## config.mk

```make
export PLATFORM = sky130hd
export DESIGN_NAME = ex_div_ctrl
export DESIGN_NICKNAME = d
export VERILOG_FILES = /design/src/rtl/ex_div_ctrl.sv
export SDC_FILE = /design/constraint.sdc
export NUM_CORES = 1
export LEC_CHECK = 0
export BUFFER_PORTS_ARGS = -buffer_cell sky130_fd_sc_hd__clkbuf_2
export CELL_PAD_IN_SITES_DETAIL_PLACEMENT = 1
export CELL_PAD_IN_SITES_GLOBAL_PLACEMENT = 2
export CORE_MARGIN = 8
export CORE_UTILIZATION = 39
export DETAILED_ROUTE_END_ITERATION = 12
export PLACE_DENSITY = 0.87
export REMOVE_ABC_BUFFERS = 1
export SKIP_CTS_REPAIR_TIMING = 1
export SLEW_MARGIN = 20
export SYNTH_ARGS = -nofsm -noshare
export SYNTH_HDL_FRONTEND = slang
export SYNTH_SLANG_ARGS = --single-unit
```

## constraint.sdc

```tcl
create_clock -name clk -period 14.6 [get_ports clk]
set_input_delay 1.46 -clock clk [delete_from_list [all_inputs] [get_ports clk]]
set_output_delay 1.46 -clock clk [all_outputs]
set_load 0.01 [all_outputs]
```

## src/rtl/ex_div_ctrl.sv

```systemverilog
// Radix-2 restoring divider sequencer for EX DIV/DIVU; result {rem, quo} held while ready_o.
// Latency: 32 step cycles after the FREE start cycle (divide-by-zero: 2 cycles); result registered.
// Backpressure: stall_req_o holds the pipeline until ready_o; END is held until EX drops start_i.
module ex_div_ctrl (
    input  logic        clk,
    input  logic        rst,
    input  logic        start_i,
    input  logic        signed_div_i,
    input  logic        annul_i,
    input  logic [31:0] opdata1_i,
    input  logic [31:0] opdata2_i,
    output logic [63:0] result_o,
    output logic        ready_o,
    output logic        stall_req_o
);

    typedef enum logic [1:0] {
        FREE    = 2'd0,
        DIVZERO = 2'd1,
        ON      = 2'd2,
        END     = 2'd3
    } state_t;

    state_t      state_q, state_d;
    logic [5:0]  cnt_q;
    logic [64:0] work_q;
    logic [31:0] dvd_q;
    logic [31:0] dvs_q;
    logic        dvd_neg_q;
    logic        dvs_neg_q;
    logic        sgn_q;
    logic [63:0] res_q;

    logic        op1_neg;
    logic        op2_neg;
    logic [31:0] op1_abs;
    logic [31:0] op2_abs;
    logic [33:0] shifted;
    logic [33:0] trial;
    logic        trial_ge;
    logic [32:0] new_rem;
    logic [31:0] new_quo;
    logic [31:0] quo_fin;
    logic [31:0] rem_fin;
    logic        last_step;

    assign op1_neg = signed_div_i & opdata1_i[31];
    assign op2_neg = signed_div_i & opdata2_i[31];
    assign op1_abs = op1_neg ? (32'd0 - opdata1_i) : opdata1_i;
    assign op2_abs = op2_neg ? (32'd0 - opdata2_i) : opdata2_i;

    // Partial remainder shifted left with the next dividend bit brought in from the top.
    assign shifted  = {work_q[64:32], dvd_q[31]};
    assign trial    = shifted - {2'b00, dvs_q};
    assign trial_ge = ~trial[33];
    assign new_rem  = trial_ge ? trial[32:0] : shifted[32:0];
    assign new_quo  = {work_q[30:0], trial_ge};

    assign quo_fin = (sgn_q & (dvd_neg_q ^ dvs_neg_q)) ? (32'd0 - new_quo) : new_quo;
    assign rem_fin = (sgn_q & dvd_neg_q) ? (32'd0 - new_rem[31:0]) : new_rem[31:0];

    assign last_step = (cnt_q == 6'd31);

    always_comb begin
        state_d = state_q;
        case (state_q)
            FREE: begin
                if (start_i && !annul_i) begin
                    state_d = (opdata2_i == 32'd0) ? DIVZERO : ON;
                end
            end
            DIVZERO: state_d = annul_i ? FREE : END;
            ON: begin
                if (annul_i) begin
                    state_d = FREE;
                end else if (last_step) begin
                    state_d = END;
                end
            end
            END: begin
                if (annul_i || !start_i) begin
                    state_d = FREE;
                end
            end
            default: state_d = FREE;
        endcase
    end

    always_ff @(posedge clk or negedge rst) begin
        if (!rst) begin
            state_q   <= FREE;
            cnt_q     <= 6'd0;
            work_q    <= 65'd0;
            dvd_q     <= 32'd0;
            dvs_q     <= 32'd0;
            dvd_neg_q <= 1'b0;
            dvs_neg_q <= 1'b0;
            sgn_q     <= 1'b0;
            res_q     <= 64'd0;
        end else begin
            state_q <= state_d;
            case (state_q)
                FREE: begin
                    if (start_i && !annul_i && (opdata2_i != 32'd0)) begin
                        dvd_q     <= op1_abs;
                        dvs_q     <= op2_abs;
                        dvd_neg_q <= op1_neg;
                        dvs_neg_q <= op2_neg;
                        sgn_q     <= signed_div_i;
                        work_q    <= 65'd0;
                        cnt_q     <= 6'd0;
                    end
                end
                DIVZERO: res_q <= 64'd0;
                ON: begin
                    if (!annul_i) begin
                        work_q <= {new_rem, new_quo};
                        dvd_q  <= {dvd_q[30:0], 1'b0};
                        cnt_q  <= cnt_q + 6'd1;
                        if (last_step) begin
                            res_q <= {rem_fin, quo_fin};
                        end
                    end
                end
                default: ;
            endcase
        end
    end

    // Outputs are gated by state so FREE and reset both present zero immediately.
    assign ready_o     = (state_q == END);
    assign result_o    = ready_o ? res_q : 64'd0;
    assign stall_req_o = start_i & ~ready_o & ~annul_i;

endmodule

```

==> impl_results.md <==
- Worst Path Arrival: 6.69 ns
- Worst-Skew Late Latency: 0.53 ns
- Wire length of the first global-routing pass: 70800 um
- Top_reg_cell synth: sky130_fd_sc_hd__dfrtp_1
- Worst clock skew: 0.0101 ns
- Final-layout worst hold slack: 0.473 ns
- Final setup violation count: 0
- LEAKAGE: 6.97 nW
- Outcome: completed
- H-Tree Level Count: 1
- Count of unresolved DRC violations after routing: 0
- ANT cells: 0
- Vias: 12800
- Antenna violation net count after detailed routing: 0
- Global-route total usage across every layer: 20.4%
- P per Cell Area: 233 nW/um2
- Number of top-level pins: 135
- Routability congestion estimate from global placement: 0.868
- CTS tree: built
- Average detailed-routed wire length per instance: 18.9 um
- Setup repair after global routing missed its margin: false
- Initial antenna violation count: 1
- Crit-path max FO: 121
- Post-route insts no fill: 2283
- Final hold vios: 0
- Number of DRC markers in iteration 0: 719
- Max rail drop VDD: 0.106 mV
- Top library cells by usage in the layout, fill and taps aside: 301 x sky130_fd_sc_hd__nand2_1, 208 x sky130_fd_sc_hd__o21ai_0, 203 x sky130_fd_sc_hd__dfrtp_1
- Port Buffer Count: 134
- HP Class: register to register
- Die outline height: 205 um
- Maximum number of pins on one net before global-route repair: 122
- TNS Setup: 0 ns
- Number of flip-flops and latches in the synthesized netlist: 203
- Detailed placer's ending HPWL: 32000 um
- Highest achievable clock rate: 158 MHz
- Most frequent standard cell in the layout excluding fill and tap cells: sky130_fd_sc_hd__nand2_1
- Startpoint class of the critical path: input port
- CORE AREA: 35300 um2
- Slew at the pin closest to its max-slew limit: 1.06 ns
- Max-slew headroom: 29.1%
- Final core utilization: 44.6%
- Effective utilization at floorplan: 39.4%
- Final critical-path share of the clock period: 43.3%
- Number of distinct library cells after synthesis: 85
- Final Max Tran Viols: 0
- Total of warnings raised by yosys: 0
- Worst endpoint required time: 14.97 ns
- Number of enable flip-flop cells after synthesis: 0
- Final critical delay including setup and external delays: 6.32 ns
- Die width: 205 um
- Fraction of layout cells with a size suffix above 1: 12.6%
- Clock tree root driver cell: sky130_fd_sc_hd__clkbuf_16
- Area Growth Syn to Fin: 13.3%
- TritonCTS buffer count: 25
- Crit path capture type: register
- Sequential share of the synthesized area: 36.6%
- Post-synthesis instance area: 13900 um2
- Cells after synthesis: 1727
- Maximum clock insertion buffer count: 3
- Placed instance count: 2238
- Total of max-cap violations: 0
- Final layout net count: 1915
- Type of the worst setup path: input port to register
- Average cell area after synthesis: 8.05 um2
- Number of global-route vias before repair: 13300
- Average via count per standard cell: 5.61
- Number of cell rows: 69
- Overflow after GRT: 0
- First-pass DRT Iterations: 5
- Die area: 41900 um2
- Synth async-reset ratio: 100%
- Reg clk slew, reported paths: 0.06 ns
- Clk sinks: 203
- Routed wire length: 43200 um
==> Yosys cell counts, types with 33 or more instances <==
cell type | count | area share (%)
sky130_fd_sc_hd__a21oi_1 | 128 | 4.6
sky130_fd_sc_hd__and2_1 | 78 | 3.5
sky130_fd_sc_hd__clkbuf_1 | 66 | 1.8
sky130_fd_sc_hd__dfrtp_1 | 203 | 37
sky130_fd_sc_hd__ha_1 | 41 | 3.7
sky130_fd_sc_hd__inv_1 | 56 | 1.5
sky130_fd_sc_hd__nand2_1 | 301 | 8.1
sky130_fd_sc_hd__nand3_1 | 33 | 1.2
sky130_fd_sc_hd__nor2_1 | 112 | 3.0
sky130_fd_sc_hd__o21ai_0 | 208 | 7.5
sky130_fd_sc_hd__o31ai_1 | 40 | 2.2
sky130_fd_sc_hd__xnor2_1 | 73 | 4.6
sky130_fd_sc_hd__xor2_1 | 63 | 4.0
==> flip-flops by register name, indices dropped and copies added (netlist names) <==
signal,cells
work_q,64
sgn_q,1
dvd_q,32
dvd_neg_q,1
res_q,64
dvs_q,32
cnt_q,6
dvs_neg_q,1
state_q,2
==> critical path, stage by stage <==
cell and delay, ns:
sky130_fd_sc_hd__clkbuf_2 0.11, sky130_fd_sc_hd__inv_1 0.06, sky130_fd_sc_hd__ha_1 0.15, sky130_fd_sc_hd__or3b_2 0.51, sky130_fd_sc_hd__nor4_1 0.84, sky130_fd_sc_hd__and2_1 0.35
sky130_fd_sc_hd__nand3_1 0.20, sky130_fd_sc_hd__o31ai_1 0.46, sky130_fd_sc_hd__nor2_4 0.03, sky130_fd_sc_hd__buf_4 0.32, sky130_fd_sc_hd__a21oi_4 0.37, sky130_fd_sc_hd__nand2b_4 0.52
sky130_fd_sc_hd__buf_6 0.68, sky130_fd_sc_hd__o21ai_0 0.23, sky130_fd_sc_hd__a22oi_1 0.22, sky130_fd_sc_hd__o22ai_1 0.11
==> per-layer routing <==
layer  global-route usage, %  up-vias  routed length (um)
met2                    34.0      212               20400
met1                    27.3     6340               19900
met4                    5.81        2                1260
met5                       0        -                  13
li1                        -     6169                   -
met3                    2.61       78                1670
==> final timing paths <==
check / endpoint / start / slack [ns] / depth (start not counted)
max in group asynchronous: dvd_q[24] / rst / 12.18 / 2
min: res_q[32] / res_q[32] / 0.47 / 2
max: work_q[64] / opdata2_i[0] / 8.28 / 16
max reg2reg: res_q[58] / dvd_q[31] / 8.46 / 18
min reg2reg: res_q[32] / res_q[32] / 0.47 / 2
min in group asynchronous: work_q[7] / rst / 0.98 / 1
==> cell type report <==
class                      count  area [um2]
clock buffer                  35         713
clock inverter                10         165
fill                        4277       19600
inverter                      58         218
multi-input combinational   1370        8220
sequential                   203        5080
tap                          461         577
timing repair buffer         146         773
==> cell families (layout without fill, tap and decap cells) <==
kind of cell,Yosys count,count (layout),synth area share [%]
fa+ha+maj,42,42,3.84
buf+inv,154,249,4.52
compound gates,510,510,22.2
mux,29,29,2.21
simple gates,653,653,22.1
flops,203,203,36.6
xor+xnor,136,136,8.57
==> report_power, final <==
part	switching (mW)	leakage [nW]	internal, mW
clock network	0.248	0.419	0.411
registers	0.108	2.70	0.694
logic	1.47	3.85	0.741
==> through the flow <==
stage          power, mW  worst slack, ns  instance area [um2]
3_3_place_gp        2.94             7.62                14900
3_5_place_dp        3.00             7.45                14900
5_1_grt             3.97             7.75                15700
6_report            3.67             8.28                15700
2_1_floorplan       2.35             6.63                13500
4_1_cts             3.69             7.97                15700
Power figures use the tool's default switching activity.
